===== src/rtl/vram_scanout_arbiter.sv =====
// vram_scanout_arbiter
//   Shares one single-port video RAM between VGA scanout prefetch and a host
//   port, granting at most one access per cycle. Video reads fill a pixel FIFO
//   whose head drives the RGB332 output. Host reads and writes use a req/ack
//   handshake.
//
// Ports
//   i_vgaclk, i_reset       pixel clock, synchronous active-high reset
//   i_frame_start           flush FIFO and restart fetch at i_fb_base
//   i_fb_base, i_frame_pixels  frame fetch window, sampled on i_frame_start
//   i_pix_pop               consume FIFO head
//   o_pix_data, o_underflow FIFO head byte (0 when empty), sticky underflow
//   i_host_req/we/addr/wdat host request, held until o_host_ack
//   o_host_ack, o_host_rdat one-cycle completion pulse with read data
//   o_mem_en/we/addr/wdat   VRAM command for this cycle
//   i_mem_rdat              VRAM read data, MEM_LAT cycles after issue
module vram_scanout_arbiter #(
    parameter int FIFO_DEPTH = 16,
    parameter int LOW_WM     = 4,
    parameter int MEM_LAT    = 1
) (
    input  logic        i_vgaclk,
    input  logic        i_reset,
    input  logic        i_frame_start,
    input  logic [23:0] i_fb_base,
    input  logic [23:0] i_frame_pixels,
    input  logic        i_pix_pop,
    output logic [7:0]  o_pix_data,
    output logic        o_underflow,
    input  logic        i_host_req,
    input  logic        i_host_we,
    input  logic [23:0] i_host_addr,
    input  logic [7:0]  i_host_wdat,
    output logic        o_host_ack,
    output logic [7:0]  o_host_rdat,
    output logic        o_mem_en,
    output logic        o_mem_we,
    output logic [23:0] o_mem_addr,
    output logic [7:0]  o_mem_wdat,
    input  logic [7:0]  i_mem_rdat
);

    localparam int AW = $clog2(FIFO_DEPTH);
    localparam int CW = AW + 1;
    localparam int OW = CW + 1;
    localparam logic [OW-1:0] LOW_WM_V = OW'(LOW_WM);
    localparam logic [OW-1:0] DEPTH_V  = OW'(FIFO_DEPTH);

    typedef enum logic {H_IDLE, H_BUSY} host_state_t;

    host_state_t        host_state, host_state_next;
    logic               host_is_write;
    logic [7:0]         fifo_mem [FIFO_DEPTH];
    logic [AW-1:0]      rd_ptr, wr_ptr;
    logic [CW-1:0]      fifo_count, inflight_video, drop_count;
    logic [23:0]        fetch_addr, remaining;
    logic [MEM_LAT-1:0] tag_valid, tag_video;
    logic               underflow_q;

    logic [OW-1:0] occupancy;
    logic          have_work, urgent, host_ok;
    logic          grant_video, grant_host, issue_read;
    logic          ret_video, ret_host, push, pop, host_ack;

    // Occupancy counts reserved slots too, so a video read only issues when
    // its data is guaranteed a FIFO entry on return.
    assign occupancy   = {1'b0, fifo_count} + {1'b0, inflight_video};
    assign have_work   = (remaining != 24'd0) && !i_frame_start && !i_reset;
    assign urgent      = have_work && (occupancy < LOW_WM_V);
    assign host_ok     = i_host_req && (host_state == H_IDLE) && !i_reset;
    assign grant_host  = host_ok && !urgent;
    assign grant_video = urgent || (!host_ok && have_work && (occupancy < DEPTH_V));
    assign issue_read  = grant_video || (grant_host && !i_host_we);

    // The last tag stage marks the cycle the read data is on i_mem_rdat.
    assign ret_video = tag_valid[MEM_LAT-1] && tag_video[MEM_LAT-1];
    assign ret_host  = tag_valid[MEM_LAT-1] && !tag_video[MEM_LAT-1];
    assign push      = ret_video && (drop_count == '0) && !i_frame_start;
    assign pop       = i_pix_pop && (fifo_count != '0) && !i_frame_start;

    assign o_mem_en    = grant_video || grant_host;
    assign o_mem_we    = grant_host && i_host_we;
    assign o_mem_addr  = grant_video ? fetch_addr : (grant_host ? i_host_addr : 24'd0);
    assign o_mem_wdat  = o_mem_we ? i_host_wdat : 8'd0;
    assign o_pix_data  = (fifo_count != '0) ? fifo_mem[rd_ptr] : 8'd0;
    assign o_underflow = underflow_q;
    assign o_host_ack  = host_ack;
    assign o_host_rdat = (host_ack && !host_is_write) ? i_mem_rdat : 8'd0;

    // NOTE: every signal is given a default before the case so no path leaves
    // it unassigned; otherwise synthesis infers a latch.
    always_comb begin
        host_state_next = host_state;
        host_ack        = 1'b0;
        case (host_state)
            H_IDLE: if (grant_host) host_state_next = H_BUSY;
            H_BUSY: begin
                // A write completes one cycle after grant; a read waits for
                // its tag to reach the end of the return pipeline.
                if ((host_is_write || ret_host) && !i_reset) begin
                    host_ack        = 1'b1;
                    host_state_next = H_IDLE;
                end
            end
            default: host_state_next = H_IDLE;
        endcase
    end

    // NOTE: state registers use non-blocking assignments so every register
    // samples the values from before this edge, independent of statement order.
    always_ff @(posedge i_vgaclk) begin
        if (i_reset) begin
            host_state     <= H_IDLE;
            host_is_write  <= 1'b0;
            rd_ptr         <= '0;
            wr_ptr         <= '0;
            fifo_count     <= '0;
            inflight_video <= '0;
            drop_count     <= '0;
            fetch_addr     <= 24'd0;
            remaining      <= 24'd0;
            tag_valid      <= '0;
            tag_video      <= '0;
            underflow_q    <= 1'b0;
        end else begin
            host_state <= host_state_next;
            if (grant_host) host_is_write <= i_host_we;

            tag_valid[0] <= issue_read;
            tag_video[0] <= grant_video;
            for (int k = 1; k < MEM_LAT; k++) begin
                tag_valid[k] <= tag_valid[k-1];
                tag_video[k] <= tag_video[k-1];
            end

            case ({grant_video, ret_video})
                2'b10:   inflight_video <= inflight_video + CW'(1);
                2'b01:   inflight_video <= inflight_video - CW'(1);
                default: inflight_video <= inflight_video;
            endcase

            if (i_frame_start) begin
                fetch_addr  <= i_fb_base;
                remaining   <= i_frame_pixels;
                // Everything still outstanding after this cycle belongs to the
                // old frame; a return landing this cycle is discarded by push.
                drop_count  <= ret_video ? inflight_video - CW'(1) : inflight_video;
                rd_ptr      <= '0;
                wr_ptr      <= '0;
                fifo_count  <= '0;
                underflow_q <= 1'b0;
            end else begin
                if (grant_video) begin
                    fetch_addr <= fetch_addr + 24'd1;
                    remaining  <= remaining - 24'd1;
                end
                if (ret_video && (drop_count != '0)) drop_count <= drop_count - CW'(1);
                if (push) wr_ptr <= wr_ptr + AW'(1);
                if (pop)  rd_ptr <= rd_ptr + AW'(1);
                case ({push, pop})
                    2'b10:   fifo_count <= fifo_count + CW'(1);
                    2'b01:   fifo_count <= fifo_count - CW'(1);
                    default: fifo_count <= fifo_count;
                endcase
                if (i_pix_pop && (fifo_count == '0)) underflow_q <= 1'b1;
            end
        end
    end

    // NOTE: the FIFO storage is not reset; fifo_count gates every read of it,
    // so stale contents are never observed and the array can map to RAM.
    always_ff @(posedge i_vgaclk) begin
        if (push) fifo_mem[wr_ptr] <= i_mem_rdat;
    end

endmodule

===== config.mk =====
export PLATFORM = sky130hd
export DESIGN_NAME = vram_scanout_arbiter
export DESIGN_NICKNAME = d
export VERILOG_FILES = /design/src/rtl/vram_scanout_arbiter.sv
export SDC_FILE = /design/constraint.sdc
export NUM_CORES = 1
export LEC_CHECK = 0
export BUFFER_PORTS_ARGS = -buffer_cell sky130_fd_sc_hd__buf_2
export CORE_ASPECT_RATIO = 0.75
export CORE_MARGIN = 3
export CORE_UTILIZATION = 45
export CTS_CLUSTER_SIZE = 20
export DETAILED_ROUTE_END_ITERATION = 10
export GPL_TIMING_DRIVEN = 0
export PLACE_DENSITY = 0.76
export SYNTH_ARGS = -nofsm -noshare
export SYNTH_HDL_FRONTEND = slang
export SYNTH_SLANG_ARGS = --single-unit

===== constraint.sdc =====
create_clock -name i_vgaclk -period 4.5 [get_ports i_vgaclk]
set_clock_uncertainty 0.1 [all_clocks]
set_input_delay 0 -clock i_vgaclk [delete_from_list [all_inputs] [get_ports i_vgaclk]]
set_output_delay 0 -clock i_vgaclk [all_outputs]
set_load 0.05 [all_outputs]

* Yosys cells after proc, flatten, opt, wreduce, memory -nomap -nowiden
Memory sizes are Yosys's and may differ from the RTL's. A register that Yosys moved wholly into a read port is not among the register bits. Index checks and enable logic that the tools add are counted.
Storage, ports and cells: memories 1, bits of input ports 94, RAM bits 128, flip-flop bits (word level) 76
Cells by class: equal/unequal tests 4, order comparisons 2, bitwise gates (word level) 1, add/subtract/negate cells 10, muxes and demuxes 23, reduce and logical (&&, ||, !) cells 41
Memory list:
- fifo_mem | depth 16, bits a word 8, read ports 1, clocked after Yosys merged registers in 1, write ports 1, RTL line 53 | logic [7:0] fifo_mem [FIFO_DEPTH];
Operator list (number):
- 2-to-1 mux 24 bit | 6
- adder 24 x 1 -> 24 bit, second input constant | 1
- 2-to-1 mux 8 bit | 3
- nonzero test 24 bit | 1
- subtractor 24 x 1 -> 24 bit, second input constant | 1
- logical AND 1 bit | 20
- one-hot mux 5 bit (2 select lines) | 2
- 2-to-1 mux 5 bit | 3
- subtractor 5 x 1 -> 5 bit, second input constant | 3
- adder 5 x 1 -> 5 bit, second input constant | 2
- zero test 5 bit | 2
- nonzero test 5 bit | 2
- adder 4 x 1 -> 4 bit, second input constant | 2
- 2-to-1 mux 4 bit | 2
- nonzero test 2 bit | 4
- zero test 1 bit | 7
- adder 5 x 5 -> 6 bit | 1
- < comparator 6 x 3 -> 1 bit, second input constant | 1
- < comparator 6 x 5 -> 1 bit, second input constant | 1
- 2-to-1 mux 1 bit | 6
- equality test 2 x 1 -> 1 bit, second input constant | 2
- equality test 2 bit, second input constant | 2
- logical OR 1 bit | 4
- one-hot mux 1 bit (2 select lines) | 1
- other kinds (2) | 2

* Depth between registers and ports, before layout
Gate-level depths: netlist of run 1.
word-level depth 9, gate-level depth with buffers 15, gate-level depth less buffers 13

* Worst setup path before layout of run 1
Ideal clock, no wire load.
path type register to register, start register drop_count[0], end register fifo_count[4], required time 4.329 ns, cell stages (with the launch flop) 14, path buffers 1, slack 1.107 ns, data arrival time 3.223 ns, cells stage by stage dfxtp_1 > inv_1 > ha_1 > or4b_2 > clkbuf_1 > nor3_2 > inv_1 > ha_1 > fa_1 > a21o_1 > a21oi_1 > xor2_1 > or3_1 > a21oi_1
Between the ends: cells in the longest elaborated chain, start to end 5, elaborated cells on any way between the ends 7
Ends and longest elaborated chain:
- start: declaration | RTL line 55 | logic [CW-1:0] fifo_count, inflight_video, drop_count;
- start signal: assignment | RTL line 147 | drop_count <= ret_video ? inflight_video - CW'(1) : inflight_video;
- start signal: assignment | RTL line 157 | if (ret_video && (drop_count != '0)) drop_count <= drop_count - CW'(1);
- zero test 5 bit (*) | RTL line 78 | assign push = ret_video && (drop_count == '0) && !i_frame_start;
- logical AND 1 bit (*) (2 in a row) | RTL line 78
- equality test 2 x 1 -> 1 bit or equality test 2 bit (tied branches) | RTL line 160 | case ({push, pop})
- one-hot mux 5 bit (2 select lines) or nonzero test 2 bit (tied branches)
- end signal: assignment | RTL line 161 | 2'b10: fifo_count <= fifo_count + CW'(1);
- end signal: assignment | RTL line 162 | 2'b01: fifo_count <= fifo_count - CW'(1);
- end signal: assignment | RTL line 163 | default: fifo_count <= fifo_count;
- end: declaration | RTL line 55
Every way passes the cells marked *; elsewhere a longest branch is shown, timed or not. A chain may end at the register's enable or synchronous reset.

* Worst setup path in the final report of run 1
start register inflight_video[4], end register inflight_video[2]
Between the ends: cells in the longest elaborated chain, start to end 6, elaborated cells on any way between the ends 10
Ends and longest elaborated chain:
- start: declaration | RTL line 55
- start signal: assignment | RTL line 137 | 2'b10: inflight_video <= inflight_video + CW'(1);
- start signal: assignment | RTL line 138 | 2'b01: inflight_video <= inflight_video - CW'(1);
- start signal: assignment | RTL line 139 | default: inflight_video <= inflight_video;
- adder 5 x 5 -> 6 bit (*) | RTL line 67 | assign occupancy = {1'b0, fifo_count} + {1'b0, inflight_video};
- < comparator 6 x 3 -> 1 bit or < comparator 6 x 5 -> 1 bit (tied branches) | RTL line 69, 72
- logical AND 1 bit (on tied branches) | RTL line 69, 72
- logical OR 1 bit (*) | RTL line 72 | assign grant_video = urgent || (!host_ok && have_work && (occupancy < DEPTH_V));
- equality test 2 x 1 -> 1 bit or equality test 2 bit (tied branches) | RTL line 136 | case ({grant_video, ret_video})
- one-hot mux 5 bit (2 select lines) or nonzero test 2 bit (tied branches)
Marked as above.

==> results.tsv, run 1 <==
stage	metric	value	unit
synth	EDFF count, synth	128	
route	Pre-Repair DR Iteration Count	5	
route	total routed wirelength	30700	um
route	number of remaining DRC errors	0	
worst_setup_path	Startpoint Class	flip-flop	
synth	Compound-Gate Fraction of Synth Area	11.9	%
synth	area leader, netlist	edfxtp_1	
floorplanning	initial cell density of the core	45.9	%
floorplanning	Chip Height	136	um
finish	sequential cell area	5450	um^2
route	post-route ant nets	0	
synth	post-synthesis simple-gate area fraction	17.4	%
route	post-DR wirelength/cell	22.3	um
sta	unrepaired setup endpoints after global routing	no	
synth	area share of the largest cell type after synthesis	37.7	%
floorplanning	row count	47	
worst_setup_path	crit path from	inflight_video[4]	
clocking	Worst-Skew Late Latency	510	ps
worst_setup_path	worst-path fanout max	10	
clocking	CTS buffer count	22	
grt	largest net degree at the start of global routing	18	
finish	layout cell share with drive strength beyond 1	23.6	%
route	Initial DRC Count	991	
worst_setup_path	nature of the critical path endpoint	flip-flop	
clocking	H-tree levels	1	
finish	Layout Utilization	57.0	%
placement	GPL Wtd Cong	0.924	
worst_setup_path	CP Class	reg2reg	
pwr	pwr dens	347	nW/um^2
clocking	post-CTS setup buffers	0	
synth	ys async rst share	0	%
sta	fin crit period	4240	ps
floorplanning	top-level I/O count	146	
clocking	CTS tree	done	
worst_setup_path	worst reg2reg path startpoint	inflight_video[4]	
sta	fmax	0.236	GHz
synth	Avg Cell Area, Syn	12.1	um^2
floorplanning	die area	24500	um^2
clocking	Clock Tree Buf Depth	3	
grt	vias in the first global route	8387	
synth	adder-cell share of the synthesized area	2.65	%
finish	Final #Nets	1185	
outcome	outcome	finished, final reports clean	
sta	Final Cycle Share	94.1	%
synth	Yosys cell types	65	
pwr	total power	4380	uW
floorplanning	core area	22200	um^2
synth	Primary FF master, synth	edfxtp_1	
worst_setup_path	Worst EP arrival	4580	ps
grt	GRT Overall Usage	24.7	%
worst_setup_path	required time of the critical path	4840	ps
placement	Buffers on Ports	145	
pwr	peak supply drop	262	uV
synth	flops & latches, synth	208	
synth	register area share after synthesis	53.5	%
finish	Syn-to-layout area delta	24.0	%
placement	Post-DP HPWL	20600	um
pwr	Lkg Pwr	0.00454	uW
synth	Synth area leaders	edfxtp_1 (38%), dfxtp_1 (16%), mux4_2 (8.8%)	
worst_hold_path	Hold/Removal Path Class	in2reg	
sta	Slew HR	10.5	%
synth	combinational family with the most area after synthesis	simple AND/OR/NAND/NOR gates	
synth	top cells by count, synth	edfxtp_1 (128), nor2_1 (86), dfxtp_1 (80)	
floorplanning	DIE WIDTH	180	um
sta	Final setup viols	0	
synth	Ys Warns	0	
worst_hold_path	hold_sp	i_pix_pop	
synth	Cell Area, Synth	10200	um^2
sta	setup TNS	0	ps
job	max cap viols	0	
sta	final hold violations	0	
finish	n_diodes	0	
route	DR vias	8588	
finish	fin cells	1380	
placement	Inst Count DP	1279	
route	Via density	6.22	
grt	Overflow after GRT	0	
sta	Pins Over Slew Limit	0	
clocking	TritonCTS Sinks	208	
finish	area occupied by multi-input gates	4410	um^2
grt	initial antenna violation count	1	
synth	Cells after Synth	840	
clocking	root buffer cell	clkbuf_16	
synth	most common cell in the synthesized netlist	edfxtp_1	
clocking	Reg clk slew, reported paths	70	ps
finish	fill cell count	1789	
synth	multiplexer share of the synthesized area	9.34	%
sta	Worst Tran Pin Value	1330	ps
grt	first-pass GRT wire length	47700	um
synth	Synth Area in XOR/XNOR	1.81	%
sta	Final Hold Slack	195	ps
synth	Syn Nets	955	
## what timing repair did
action,CTS,global route
endpoints found under the setup margin,0,22
hold buffers,60,0
resized for setup,0,4
hold endpoints to repair,184,0
## worst max-delay path, cell delays in order, from the launching register on
cell	delay (ps)
dfxtp_1	420
ha_1	290
or3_1	500
nor2_2	400
o21ai_1	380
clkbuf_2	400
nor2_4	300
buf_2	280
inv_1	70
ha_1	280
clkbuf_1	180
or3_1	390
a21oi_1	150
## path summary, 6_finish.rpt
kind                        to  slack (ps)  depth (start not counted)
max          inflight_video[2]         260                         12
min                o_underflow         200                          4
max reg2reg  inflight_video[2]         260                         12
min reg2reg         host_state         370                          2
## registers in the layout (all words and copies together), names as in the netlist, named ones only
| name | flops |
|---|---|
| fetch_addr | 24 |
| tag_video | 1 |
| fifo_mem | 128 |
| inflight_video | 5 |
| o_underflow | 1 |
| wr_ptr | 4 |
| tag_valid | 1 |
| host_state | 1 |
| drop_count | 5 |
| remaining | 24 |
| host_is_write | 1 |
| rd_ptr | 4 |
| fifo_count | 5 |
## layout by cell type, fill, tap and decap left out, types with 9 or more instances in the layout
cell type and instances:
a22o_1 25, a311oi_1 42, and3_1 14, or4_1 35, dlygate4sd3_1 60, nor4bb_1 9, nand2b_1 13, edfxtp_1 128
buf_2 151, xor2_1 9, a21oi_1 14, clkbuf_1 43, clkbuf_16 22, xnor2_1 12, nor2b_1 21, nand4_1 15
ha_1 20, nand3_1 17, mux4_2 40, o21ai_0 9, inv_1 23, nor2_1 85, or3_1 13, o31ai_1 30
dfxtp_1 80, and2_1 11, nor3_1 13, nand2_1 21
## layer usage
| layer | global-route usage [%] | wire (um) |
|---|---|---|
| met1 | 34.8 | 12900 |
| met2 | 36.9 | 13300 |
| met3 | 7.17 | 3630 |
| met4 | 7.86 | 896 |
| met5 | 0.800 | 13 |
## area by class of cell
cell class | count | area share [%]
Buffer | 60 | 2.06
Clock buffer | 24 | 4.42
Clock inverter | 16 | 1.30
Inverter | 24 | 0.713
Multi-Input combinational cell | 548 | 34.9
Sequential cell | 208 | 43.1
Tap cell | 294 | 2.91
Timing Repair Buffer | 206 | 10.6
## metrics by stage
| step | area, um^2 | setup slack (ps) |
|---|---|---|
| after floorplan | 10200 | 1110 |
| after global placement | 11300 | 97.1 |
| after detailed placement | 11300 | 108 |
| after CTS | 12600 | 74.5 |
| after global routing | 12600 | 109 |
| final | 12600 | 264 |
## where the power goes
part,switching (uW),internal (uW)
logic,267,180
clock network,789,1030
registers,53.9,2060
## cells by family after synthesis
| logic type | count (synthesis) |
|---|---|
| adder cells (fa/ha/maj) | 21 |
| multiplexers | 45 |
| buffers and inverters | 84 |
| XOR/XNOR | 21 |
| AND/OR/NAND/NOR | 308 |
| AO/OA/AOI/OAI | 153 |
| flip-flops | 208 |
Power figures use the tool's default switching activity.
==> inputs of run 2 (changes only) <==
- ABC_AREA: default -> 1
==> results.tsv, run 2 <==
stage	metric	value	unit	change
clocking	TritonCTS Sinks	208		unchanged
grt	vias in the first global route	9739		was 8387
sta	Final setup viols	0		unchanged
finish	n_diodes	0		unchanged
clocking	Worst-Skew Late Latency	510	ps	about the same
finish	Syn-to-layout area delta	22.4	%	was 24.0%
clocking	CTS tree	done		unchanged
synth	Cells after Synth	1337		was 840
worst_setup_path	worst reg2reg path startpoint	inflight_video[2]		was inflight_video[4]
synth	ys async rst share	0	%	unchanged
sta	final hold violations	0		unchanged
synth	Syn Nets	1452		was 955
route	post-route ant nets	0		unchanged
sta	fmax	0.318	GHz	was 0.236 GHz
sta	unrepaired setup endpoints after global routing	no		unchanged
worst_setup_path	nature of the critical path endpoint	output port		was flip-flop
sta	Slew HR	34.3	%	was 10.5%
synth	EDFF count, synth	128		unchanged
route	routed length on met2	14600	um	was 13300 um
placement	post-place setup slack	1540	ps	was 108 ps
worst_setup_path	worst-path fanout max	10		unchanged
grt	initial antenna violation count	0		was 1
floorplanning	row count	48		was 47
outcome	outcome	finished, final reports clean		unchanged
clocking	H-tree levels	1		unchanged
floorplanning	die area	26100	um^2	was 24500 um^2
sta	final worst slack	1350	ps	was 264 ps
pwr	peak supply drop	254	uV	was 262 uV
floorplanning	Chip Height	141	um	was 136 um
synth	Cell Area, Synth	10900	um^2	was 10200 um^2
worst_setup_path	required time of the critical path	4400	ps	was 4840 ps
floorplanning	initial cell density of the core	46.5	%	was 45.9%
synth	Avg Cell Area, Syn	8.13	um^2	was 12.1 um^2
sta	Pins Over Slew Limit	0		unchanged
route	top routing layer in use	met4		was met5
sta	setup TNS	0	ps	unchanged
pwr	Lkg Pwr	0.00541	uW	was 0.00454 uW
route	WL met3	4130	um	was 3630 um
placement	GPL Wtd Cong	0.990		was 0.924
worst_hold_path	Hold EP	tag_video		was o_underflow
route	DR vias	10700		was 8588
clocking	Reg clk slew, reported paths	70	ps	about the same
synth	most common cell in the synthesized netlist	nand2_1		was edfxtp_1
worst_setup_path	Reg2Reg Depth	12		unchanged
worst_hold_path	Hold Path Stages	4		unchanged
route	Pre-Repair DR Iteration Count	6		was 5
grt	GRT Overall Usage	25.8	%	was 24.7%
route	Initial DRC Count	1249		was 991
finish	Biggest register	fifo_mem		unchanged
sta	Final Cycle Share	69.9	%	was 94.1%
clocking	Clock Tree Buf Depth	3		unchanged
finish	commonest non-fill, non-tap cell in the layout	nand2_1		was buf_2
worst_hold_path	Hold/Removal Path Class	in2reg		unchanged
synth	register area share after synthesis	50.1	%	was 53.5%
sta	fin crit period	3150	ps	was 4240 ps
synth	flops & latches, synth	208		unchanged
floorplanning	DIE WIDTH	185	um	was 180 um
grt	Overflow after GRT	0		unchanged
synth	Primary FF master, synth	edfxtp_1		unchanged
placement	Buffers on Ports	145		unchanged
grt	first-pass GRT wire length	52800	um	was 47700 um
worst_setup_path	Startpoint Class	flip-flop		unchanged
finish	Final #Nets	1681		was 1185
sta	Worst Tran Pin Value	982	ps	was 1330 ps
worst_setup_path	R2R setup slack	1500	ps	was 260 ps
synth	area leader, netlist	edfxtp_1		unchanged
grt	largest net degree at the start of global routing	18		unchanged
synth	Ys Warns	0		unchanged
worst_hold_path	hold_sp	i_host_req		was i_pix_pop
route	post-DR wirelength/cell	18.3	um	was 22.3 um
worst_setup_path	CP Class	reg2out		was reg2reg
job	max cap viols	0		unchanged
route	number of remaining DRC errors	0		unchanged
worst_setup_path	Crit Reg-Reg Endpoint	inflight_video[2]		unchanged
synth	Yosys cell types	39		was 65
clocking	CTS buffer count	22		unchanged
finish	layout cell share with drive strength beyond 1	14.2	%	was 23.6%
synth	area share of the largest cell type after synthesis	35.4	%	was 37.7%
pwr	pwr dens	394	nW/um^2	was 347 nW/um^2
clocking	root buffer cell	clkbuf_16		unchanged
finish	largest registers	fifo_mem (128), fetch_addr (24), remaining (24)		unchanged
finish	max reg flops	128		unchanged
floorplanning	top-level I/O count	146		unchanged
placement	Post-DP HPWL	24200	um	was 20600 um
synth	Synth area leaders	edfxtp_1 (35%), dfxtp_1 (15%), nand2_1 (9.7%)		was edfxtp_1 (38%), dfxtp_1 (16%), mux4_2 (8.8%)
floorplanning	core area	23400	um^2	was 22200 um^2
worst_setup_path	Worst EP arrival	3050	ps	was 4580 ps
finish	most frequent cells in the layout	nand2_1 (281), nor2_1 (194), buf_2 (156)		was buf_2 (151), edfxtp_1 (128), nor2_1 (85)
synth	top cells by count, synth	nand2_1 (281), nor2_1 (194), o21ai_0 (134)		was edfxtp_1 (128), nor2_1 (86), dfxtp_1 (80)
route	met1 wire length	14900	um	was 12900 um
route	total routed wirelength	34400	um	was 30700 um
route	Via density	5.67		was 6.22
-- run 2: worst max-delay path, stage by stage (launching register included) --
cell and delay (ps):
dfxtp_1 460, ha_1 310, nand2_1 80, nand2_1 40, nor2_1 130, nor2_1 50
nor2_1 210, nand4_4 240, nand2_4 240, inv_2 50, buf_4 190, o21ai_0 220
buf_2 310
-- run 2: cells by family (layout without fill, tap and decap cells) --
family | count (synthesis) | count (layout) | share of synthesized area [%]
flip-flops | 208 | 208 | 50.1
XOR/XNOR | 15 | 15 | 1.21
AND/OR/NAND/NOR | 637 | 637 | 25.4
AO/OA/AOI/OAI | 278 | 278 | 14.2
adder cells (fa/ha/maj) | 21 | 21 | 2.49
buffers and inverters | 178 | 423 | 6.65
-- run 2: area by class of cell --
| cell class | count | area [um^2] |
|---|---|---|
| Buffer | 66 | 303 |
| Clock buffer | 31 | 667 |
| Clock inverter | 9 | 65.1 |
| Fill cell | 2097 | 10100 |
| Inverter | 112 | 420 |
| Multi-Input combinational cell | 951 | 4700 |
| Sequential cell | 208 | 5450 |
| Tap cell | 300 | 375 |
| Timing Repair Buffer | 205 | 1330 |
-- run 2: layer usage --
metal,track usage [%],vias to the layer above
met3,5.39,80
met5,0,-
met1,38.8,4901
met4,7.18,0
li1,-,5020
met2,37.8,665
-- run 2: how the worst max path moves through the flow --
stage | slack [ps] | start | cells past startpoint | to
2_1_floorplan | 1710 | inflight_video[2] | 11 | o_mem_addr[17]
3_3_place_gp | 1570 | inflight_video[2] | 12 | inflight_video[2]
3_5_place_dp | 1540 | inflight_video[2] | 12 | inflight_video[2]
4_1_cts | 1380 | inflight_video[2] | 12 | o_mem_addr[6]
5_1_grt | 1190 | inflight_video[2] | 12 | o_mem_addr[11]
6_report | 1350 | inflight_video[2] | 12 | o_mem_addr[18]
-- run 2: power by group --
group / internal [uW] / switching, uW
registers: 2110 / 96.2
clock network: 1040 / 772
logic: 391 / 832
-- run 2: through the flow --
stage	instance area, um^2	hold slack (ps)	instances	utilization, %	power, uW
2_1_floorplan	10900	-1.63	1337	-	3050
3_5_place_dp	12000	146	1782	51.2	3390
3_3_place_gp	12000	151	1782	51.2	3360
6_report	13300	23.8	1882	56.9	5240
5_1_grt	13300	27.5	1882	56.9	5450
4_1_cts	13300	3.36	1882	56.9	5210
-- run 2: repair_timing --
item	CTS	global route
endpoints found under the setup margin	0	0
setup buffers	0	0
resized for setup	0	0
endpoints found under the hold margin	185	0
hold buffers	60	0
